`config.mk`:
```
export PLATFORM = sky130hd
export DESIGN_NAME = floating_division
export DESIGN_NICKNAME = d
export VERILOG_FILES = /design/src/rtl/floating_division.sv
export SDC_FILE = /design/constraint.sdc
export NUM_CORES = 1
export LEC_CHECK = 0
export ABC_CLOCK_PERIOD_IN_PS = 17350
export CAP_MARGIN = 20
export CORE_MARGIN = 5
export CORE_UTILIZATION = 58
export DETAILED_ROUTE_END_ITERATION = 12
export DONT_BUFFER_PORTS = 1
export GPL_TIMING_DRIVEN = 0
export MAX_ROUTING_LAYER = met4
export PLACE_DENSITY = 0.74
export SYNTH_ARGS = -nofsm -noshare
export SYNTH_HDL_FRONTEND = slang
export SYNTH_SLANG_ARGS = --single-unit
```
`constraint.sdc`:
```
create_clock -name clk -period 17.35 [get_ports clk]
set_clock_uncertainty 0.2 [all_clocks]
set_input_delay 4.3375 -clock clk [delete_from_list [all_inputs] [get_ports clk]]
set_output_delay 4.3375 -clock clk [all_outputs]
set_load 0.02 [all_outputs]
```
`src/rtl/floating_division.sv`:
```
// Iterative IEEE-754 single-precision divider (result = A / B) with denormal flush to zero.
// Define FLOAT_DIV_ROUND_NEAREST_EN for round-to-nearest-even; otherwise the quotient truncates.
module floating_division #(
    parameter int unsigned BITS_PER_CYCLE = 1,
    parameter logic [31:0] DEFAULT_NAN    = 32'h7FC0_0000
) (
    input  logic        clk,
    input  logic        rst,
    input  logic        EN,
    input  logic        start,
    input  logic [31:0] A,
    input  logic [31:0] B,
    output logic        busy,
    output logic        done,
    output logic [31:0] result,
    output logic        infinity,
    output logic        zero,
    output logic        nan,
    output logic        div_by_zero
);
    localparam int unsigned N = 26 / BITS_PER_CYCLE;

    typedef enum logic [1:0] {StIdle, StSpecial, StDivide, StNorm} state_e;

    state_e      state_q, state_d;
    logic [31:0] a_q, a_d, b_q, b_d;
    logic [24:0] rem_q, rem_d;
    logic [25:0] quo_q, quo_d;
    logic [4:0]  cnt_q, cnt_d;
    logic        spec_q, spec_d;
    logic [31:0] spec_res_q, spec_res_d;
    logic [3:0]  spec_flg_q, spec_flg_d;  // {infinity, zero, nan, div_by_zero}
    logic [31:0] result_q, result_d;
    logic [3:0]  flg_q, flg_d;
    logic        busy_q, busy_d, done_q, done_d;

    logic sign;
    logic a_zero, a_inf, a_nan, b_zero, b_inf, b_nan;

    always_comb begin
        sign   = a_q[31] ^ b_q[31];
        a_zero = (a_q[30:23] == 8'h00);
        a_inf  = (a_q[30:23] == 8'hFF) && (a_q[22:0] == 23'd0);
        a_nan  = (a_q[30:23] == 8'hFF) && (a_q[22:0] != 23'd0);
        b_zero = (b_q[30:23] == 8'h00);
        b_inf  = (b_q[30:23] == 8'hFF) && (b_q[22:0] == 23'd0);
        b_nan  = (b_q[30:23] == 8'hFF) && (b_q[22:0] != 23'd0);
    end

    // Restoring division: the partial remainder always stays below the divisor before its shift.
    logic [23:0] divisor;
    logic [24:0] rem_step;
    logic [25:0] quo_step;

    always_comb begin
        divisor  = {1'b1, b_q[22:0]};
        rem_step = rem_q;
        quo_step = quo_q;
        for (int i = 0; i < int'(BITS_PER_CYCLE); i++) begin
            if (rem_step >= {1'b0, divisor}) begin
                rem_step = (rem_step - {1'b0, divisor}) << 1;
                quo_step = {quo_step[24:0], 1'b1};
            end else begin
                rem_step = rem_step << 1;
                quo_step = {quo_step[24:0], 1'b0};
            end
        end
    end

    logic signed [9:0] exp_n;
    logic [22:0]       mant;
    logic [31:0]       norm_res;
    logic [3:0]        norm_flg;
`ifdef FLOAT_DIV_ROUND_NEAREST_EN
    logic              guard, sticky;
    logic [23:0]       mant_r;
`else
    logic              unused_quo_lsb;
    assign unused_quo_lsb = quo_q[0];
`endif

    always_comb begin
        exp_n = $signed({2'b00, a_q[30:23]}) - $signed({2'b00, b_q[30:23]}) + 10'sd127;
        if (quo_q[25]) begin
            mant = quo_q[24:2];
        end else begin
            mant  = quo_q[23:1];
            exp_n = exp_n - 10'sd1;
        end
`ifdef FLOAT_DIV_ROUND_NEAREST_EN
        guard  = quo_q[25] ? quo_q[1] : quo_q[0];
        sticky = (quo_q[25] & quo_q[0]) | (rem_q != 25'd0);
        mant_r = {1'b0, mant} + {23'd0, guard & (sticky | mant[0])};
        mant   = mant_r[22:0];
        if (mant_r[23]) begin
            exp_n = exp_n + 10'sd1;
        end
`endif
        if (exp_n >= 10'sd255) begin
            norm_res = {sign, 8'hFF, 23'd0};
            norm_flg = 4'b1000;
        end else if (exp_n <= 10'sd0) begin
            norm_res = {sign, 31'd0};
            norm_flg = 4'b0100;
        end else begin
            norm_res = {sign, exp_n[7:0], mant};
            norm_flg = 4'b0000;
        end
    end

    always_comb begin
        state_d    = state_q;
        a_d        = a_q;
        b_d        = b_q;
        rem_d      = rem_q;
        quo_d      = quo_q;
        cnt_d      = cnt_q;
        spec_d     = spec_q;
        spec_res_d = spec_res_q;
        spec_flg_d = spec_flg_q;
        result_d   = result_q;
        flg_d      = flg_q;
        busy_d     = busy_q;
        done_d     = 1'b0;
        if (!EN) begin
            state_d  = StIdle;
            busy_d   = 1'b0;
            result_d = 32'd0;
            flg_d    = 4'b0000;
        end else begin
            unique case (state_q)
                StIdle: begin
                    if (start) begin
                        a_d     = A;
                        b_d     = B;
                        busy_d  = 1'b1;
                        state_d = StSpecial;
                    end
                end
                StSpecial: begin
                    spec_d  = 1'b1;
                    state_d = StNorm;
                    if (a_nan || b_nan || (a_zero && b_zero) || (a_inf && b_inf)) begin
                        spec_res_d = DEFAULT_NAN;
                        spec_flg_d = 4'b0010;
                    end else if (a_inf) begin
                        spec_res_d = {sign, 8'hFF, 23'd0};
                        spec_flg_d = 4'b1000;
                    end else if (b_zero) begin
                        spec_res_d = {sign, 8'hFF, 23'd0};
                        spec_flg_d = 4'b1001;
                    end else if (a_zero || b_inf) begin
                        spec_res_d = {sign, 31'd0};
                        spec_flg_d = 4'b0100;
                    end else begin
                        spec_d  = 1'b0;
                        rem_d   = {2'b01, a_q[22:0]};
                        quo_d   = 26'd0;
                        cnt_d   = 5'(N - 1);
                        state_d = StDivide;
                    end
                end
                StDivide: begin
                    rem_d = rem_step;
                    quo_d = quo_step;
                    cnt_d = cnt_q - 5'd1;
                    if (cnt_q == 5'd0) begin
                        state_d = StNorm;
                    end
                end
                StNorm: begin
                    result_d = spec_q ? spec_res_q : norm_res;
                    flg_d    = spec_q ? spec_flg_q : norm_flg;
                    done_d   = 1'b1;
                    busy_d   = 1'b0;
                    state_d  = StIdle;
                end
                default: state_d = StIdle;
            endcase
        end
    end

    always_ff @(posedge clk or posedge rst) begin
        if (rst) begin
            state_q    <= StIdle;
            a_q        <= 32'd0;
            b_q        <= 32'd0;
            rem_q      <= 25'd0;
            quo_q      <= 26'd0;
            cnt_q      <= 5'd0;
            spec_q     <= 1'b0;
            spec_res_q <= 32'd0;
            spec_flg_q <= 4'd0;
            result_q   <= 32'd0;
            flg_q      <= 4'd0;
            busy_q     <= 1'b0;
            done_q     <= 1'b0;
        end else begin
            state_q    <= state_d;
            a_q        <= a_d;
            b_q        <= b_d;
            rem_q      <= rem_d;
            quo_q      <= quo_d;
            cnt_q      <= cnt_d;
            spec_q     <= spec_d;
            spec_res_q <= spec_res_d;
            spec_flg_q <= spec_flg_d;
            result_q   <= result_d;
            flg_q      <= flg_d;
            busy_q     <= busy_d;
            done_q     <= done_d;
        end
    end

    assign busy        = busy_q;
    assign done        = done_q;
    assign result      = result_q;
    assign infinity    = flg_q[3];
    assign zero        = flg_q[2];
    assign nan         = flg_q[1];
    assign div_by_zero = flg_q[0];

endmodule

```
==> metrics, run 1 <==
CP required 17.49 ns; Post-synth ARST share 100%; hold_ws 0.285 ns; Die Wd 138 um; Final Cell Area 10400 um^2; IO Port Bufs 0; Final Cycle Share between 30% and 40%; Cell Count, Final, Fillers Out 1217; Reg clk slew, reported paths 0.07 ns; total iterations of the first detailed-routing run 5; crit path cell chain clkinv_1 -> nor2_1 -> nand2_1 -> clkbuf_1 -> o221ai_1; sequential fraction of the synthesis area 44.1%; EDFF count, synth 0; Placed Area between 9000 and 10000 um^2; final hold violations 0; YS warnings 0; aggregate global routing overflow 0; min-delay src spec_res_q[31]; synthesized area 9490 um^2; HPWL Detailed 16300 um; Post-Route WL 21900 um; Final setup viols 0; endpoint class of the critical path register; I/O Pins 106; status complete, no violations; Syn-to-layout area delta 9.56%; Overall Global Routing Usage 24.8%; Worst R2R Path Depth 15; via density per instance 5.87; #FFs+latches synth 167; slowest stage delay, CP between 0.5 and 0.6 ns; Post-CTS Hold Buffers 0; Core Area between 15000 and 20000 um^2; worst min path class register to register; root buffer cell clkbuf_16; CTS H-tree depth 4; Worst path top cell family by delay simple AND/OR/NAND/NOR gates; Yosys cell types 67; post_cts resized 0; flop2flop setup slack 13.15 ns; RR Startpoint a_q[23]; syn nets approximately 1100; crit path DAT 5.94 ns; crit start category input port; VDD IR-drop max 0.000115 V; postcts setup bufs 0; Crit Path Max Fanout 10; Gate Count Post-Synth 964; r2r endpoint result[23]; die area about 19000 um^2; Avg Synthesized Cell Area 9.84 um^2; vias 7142; WHS Path Cells 2; Pwr Total 2360 uW; top-count cell post-synth dfrtp_1; Die Y-Extent 138 um; share of layout cells above drive strength 1 13.8%; First DRT Iteration DRCs 499; Yosys top cell area share around 44%; Tmin final ~5.8 ns; clk sinks 167; Max Slew Vio Count 0; max-cap violations 0; pin count of the biggest net entering global routing 121; vias in the first global route between 7000 and 8000; WHS Endpoint spec_res_q[31]; PwrDens 227 nW/um^2; relative slew slack 47.7%; worst-margin pin slew 0.777 ns; GPL Wtd Cong 0.910; nets about 1100; Routed Antenna Nets 0; first-pass GRT wire length around 36000 um; total CTS buffers 17; Synth Flop Type dfrtp_1; Buffers & Inverters on Critical Path 2; post-synth top area cell dfrtp_1; routed length per instance 18.0 um; Crit Path Category input port to register; dpl cells 1181; initial antenna violation count 4; LEAKAGE 0.00461 uW; top cells by area, synth dfrtp_1 (44%), mux2_2 (7.8%), ha_1 (5.3%); DRC viols 0; unrepaired setup endpoints after global routing no; slowest CP cell nor2_1; num rows 46; CTS tree yes; final setup TNS 0 ns; synth cell count leaders dfrtp_1 (167), nand2_1 (125), mux2_2 (66); clk buf depth 2; fmax 173 MHz; clock latency on the worst-skew pair 0.44 ns; initial core utilization between 50% and 60%
==> report_power, final <==
| group | total (uW) | internal (uW) | leakage (uW) | switching, uW |
|---|---|---|---|---|
| clock network | 385 | 216 | 0.000277 | 169 |
| registers | 627 | 510 | 0.00213 | 117 |
| logic | 1350 | 586 | 0.00220 | 766 |
==> metal layers <==
metal / vias up / wire (um) / GRT usage (%)
li1: 3498 / - / -
met1: 3459 / 10000 / 32.4
met2: 156 / 10300 / 38.5
met3: 29 / 1150 / 5.91
met4: 0 / 446 / 8.34
met5: - / 0 / -
==> sequential cells by signal, summed over array words and instances, names as in the netlist, 4 cells and up <==
name        flops
result         32
a_q            32
b_q            32
rem_q          25
spec_flg_q      4
cnt_q           5
flg_q           4
quo_q          26
==> kinds of logic (layout without fill, tap and decap cells) <==
logic type,count (synthesis),count (layout),share of synthesized area [%]
simple gates,300,300,15.7
compound gates,218,218,15.0
flops,167,167,44.1
mux,110,110,12.5
buf+inv,99,132,4.21
fa+ha+maj,42,42,5.70
xor+xnor,28,28,2.82
other cells,0,4,0
==> area by class of cell <==
type | instances | area [um^2]
buffer | 42 | 185
inverter | 57 | 221
fill | 1355 | 5550
timing repair buffer | 1 | 27.5
antenna | 4 | 10.0
tap | 216 | 270
clock buffer | 18 | 429
multi-input combinational | 698 | 4910
sequential | 167 | 4180
clock inverter | 14 | 163
==> cell usage in the layout, fill, tap and decap left out, drive strengths merged, types with 17 or more instances in the layout <==
cell type,instances
clkbuf,54
nand3,37
inv,63
nor4,17
a21o,17
mux2,66
o21ai,81
nor3b,18
ha,40
mux2i,44
dfrtp,167
xnor2,18
nor2,32
a21oi,51
nand2,125
==> stage by stage <==
step / setup slack (ns) / utilization [%]
floorplan: 8.29 / -
global placement: 6.55 / 61.2
detailed placement: 11.11 / 61.4
CTS: 11.57 / 65.1
global route: 11.35 / 65.2
finish: 11.56 / 65.2
==> tightest hold or removal path, delay by kind of cell, from the launching register on <==
| family | cells | cell delay (ns) |
|---|---|---|
| AND/OR/NAND/NOR | 1 | 0.05 |
| AO/OA/AOI/OAI | 1 | 0.06 |
| flip-flops | 1 | 0.34 |
==> worst max path at each step <==
stage,from,end,slack (ns),cells past startpoint
after global placement,rst,rem_q[8],6.55,1
final,EN,rem_q[1],11.56,5
after CTS,EN,rem_q[17],11.57,5
after global routing,EN,rem_q[9],11.35,5
after floorplan,rst,a_q[0],8.29,1
after detailed placement,EN,rem_q[17],11.11,5
(Power assumes the default switching activity.)
==> run 2, diff against run 1 <==
--- a/config.mk
+++ b/config.mk
@@ -5,7 +5,7 @@
 export SDC_FILE = /design/constraint.sdc
 export NUM_CORES = 1
 export LEC_CHECK = 0
-export ABC_CLOCK_PERIOD_IN_PS = 17350
+export ABC_CLOCK_PERIOD_IN_PS = 4700
 export CAP_MARGIN = 20
 export CORE_MARGIN = 5
 export CORE_UTILIZATION = 58
@@ -13,7 +13,7 @@
 export DONT_BUFFER_PORTS = 1
 export GPL_TIMING_DRIVEN = 0
 export MAX_ROUTING_LAYER = met4
-export PLACE_DENSITY = 0.74
+export PLACE_DENSITY = 0.76
 export SYNTH_ARGS = -nofsm -noshare
 export SYNTH_HDL_FRONTEND = slang
 export SYNTH_SLANG_ARGS = --single-unit
==> constraint.sdc (replaced) <==
create_clock -name clk -period 4.7 [get_ports clk]
set_clock_uncertainty 0.2 [all_clocks]
set_input_delay 1.175 -clock clk [delete_from_list [all_inputs] [get_ports clk]]
set_output_delay 1.175 -clock clk [all_outputs]
set_load 0.02 [all_outputs]
==> metrics, run 2 (synthesis results as in run 1) <==
CP required 4.79 ns; clk sinks ~170; vias ~7300; Die Wd 138 um; Worst Setup Slack, final about 0.46 ns; most frequent cells in the layout dfrtp_1 (167), nand2_1 (125), mux2_2 (66), o21ai_0 (59), inv_1 (55); post_cts resized 0; CTS H-tree depth 4; min-delay src spec_res_q[30]; die area 19000 um^2; Max Slew Vio Count 0; I/O Pins around 110; IO Port Bufs 0; crit start category register; HPWL Detailed ~17000 um; Sequential Power Share 26.4%; DRC viols 0; GPL Wtd Cong 0.917; Placed Area 9840 um^2; Worst path top cell family by delay compound AO/OA/AOI/OAI gates; Int Pwr 4850 uW; total CTS buffers 17; First DRT Iteration DRCs 498; Final Cycle Share about nine tenths; slowest stage delay, CP around 0.67 ns; status complete, no violations; Final Cell Area approximately 10000 um^2; crit path DAT between 4 and 5 ns; CTS tree yes; Buffers & Inverters on Critical Path 4; Overall Global Routing Usage 25.3%; unrepaired setup endpoints after global routing no; PwrDens 842 nW/um^2; root buffer cell clkbuf_16; final setup TNS 0 ns; Clock Power Share between 10% and 20%; r2r endpoint result[27]; switching share of power 44.8%; worst min path class register to register; aggregate global routing overflow 0; Combinational Power Share 57.5%; Core Area ~16000 um^2; Crit Path Max Fanout 8; clock latency on the worst-skew pair 0.43 ns; final hold violations 0; max-cap violations 0; postcts setup bufs 0; slowest CP cell or4b_2; via density per instance 6.01; endpoint class of the critical path register; Post-Route WL 22100 um; Reg clk slew, reported paths 0.07 ns; initial antenna violation count 3; worst-margin pin slew 0.758 ns; initial core utilization 59.5%; Top cell by count, worst path inv_1; NetSw 3940 uW; Routed Antenna Nets 0; clk buf depth 2; Syn-to-layout area delta 10.0%; commonest non-fill, non-tap cell in the layout dfrtp_1; LEAKAGE 0.00463 uW; VDD IR-drop max 0.000459 V; Worst R2R Path Depth 15; WHS Endpoint spec_res_q[30]; crit path cell chain inv_1 -> ha_1 -> inv_1 -> fa_1 -> inv_1 -> ha_1 -> inv_1 -> xnor2_1 -> o22ai_2 -> xor2_1 -> or4b_2 -> a211o_1 -> o41ai_1 -> a21o_1 -> o21ai_0; nets 1097; Cell Count, Final, Fillers Out ~1200; share of layout cells above drive strength 1 ~14%; Final setup viols 0; flop2flop setup slack 0.46 ns; Post-CTS Hold Buffers 0; vias in the first global route 7117; Tmin final 4.24 ns; RR Startpoint a_q[23]; pin count of the biggest net entering global routing 42; Die Y-Extent 138 um; routed length per instance around 18 um; first-pass GRT wire length 36400 um; fmax 236 MHz; total iterations of the first detailed-routing run 5; relative slew slack approximately half; dpl cells 1184; num rows 46; Place WS between 0.5 and 0.6 ns; WHS Path Cells 1; Crit Path Category register to register
[run 2: cell types whose count changed in the layout (fill, tap and decap cells not counted)]
cell        before  now
buf_12           0    4
buf_16           1    0
clkinv_2         0    1
clkinv_4         1    2
clkinvlp_4       4    3
diode_2          4    3
inv_8            2    1
[run 2: final cells by class]
type	count	area, um^2
multi-input cells	698	4910
inverters	57	218
fillers	1272	5500
diodes	3	7.51
flip-flops and latches	167	4180
repair buffers	4	80.1
well taps	216	270
plain buffers	42	185
clock buffers	18	429
clock inverters	14	161
[run 2: worst max path at each step]
| stage | startpoint | slack [ns] | cells after the start | endpoint |
|---|---|---|---|---|
| global route | a_q[23] | 0.19 | 15 | result[27] |
| floorplan | a_q[23] | 0.89 | 15 | result[10] |
| global placement | rst | 0.32 | 1 | result[14] |
| detailed placement | a_q[23] | 0.57 | 15 | result[17] |
| CTS | a_q[23] | 0.48 | 15 | result[27] |
| finish | a_q[23] | 0.46 | 15 | result[27] |
[run 2: per-stage QoR]
stage	total power (uW)	util [%]	hold WS, ns
2_1_floorplan	6230	-	0.248
3_3_place_gp	7140	61.2	0.262
3_5_place_dp	7300	61.7	0.273
4_1_cts	8760	65.4	0.289
5_1_grt	9490	65.5	0.312
6_report	8790	65.5	0.286
[run 2: power groups by stage]
stage / Combinational [uW] / Sequential (uW) / Clock [uW]
5_1_grt: 5610 / 2380 / 1490
3_3_place_gp: 4820 / 2320 / 0
4_1_cts: 5010 / 2320 / 1430
6_report: 5050 / 2320 / 1420
2_1_floorplan: 4050 / 2180 / 0
3_5_place_dp: 4950 / 2340 / 0
[run 2: metal layers]
layer	vias up	routed length, um	track usage, %
li1	3510	-	-
met4	0	562	9.39
met5	-	0	-
met3	42	1360	5.52
met2	232	10300	38.8
met1	3544	9890	33.2
[run 2: worst reg2reg max path, delay by kind of cell, from the launching register on]
| family | cells | cell delay (ns) |
|---|---|---|
| AO/OA/AOI/OAI | 5 | 1.22 |
| adder cells (fa/ha/maj) | 3 | 0.86 |
| AND/OR/NAND/NOR | 1 | 0.68 |
| XOR/XNOR | 2 | 0.45 |
| flip-flops | 1 | 0.38 |
| buffers and inverters | 4 | 0.31 |
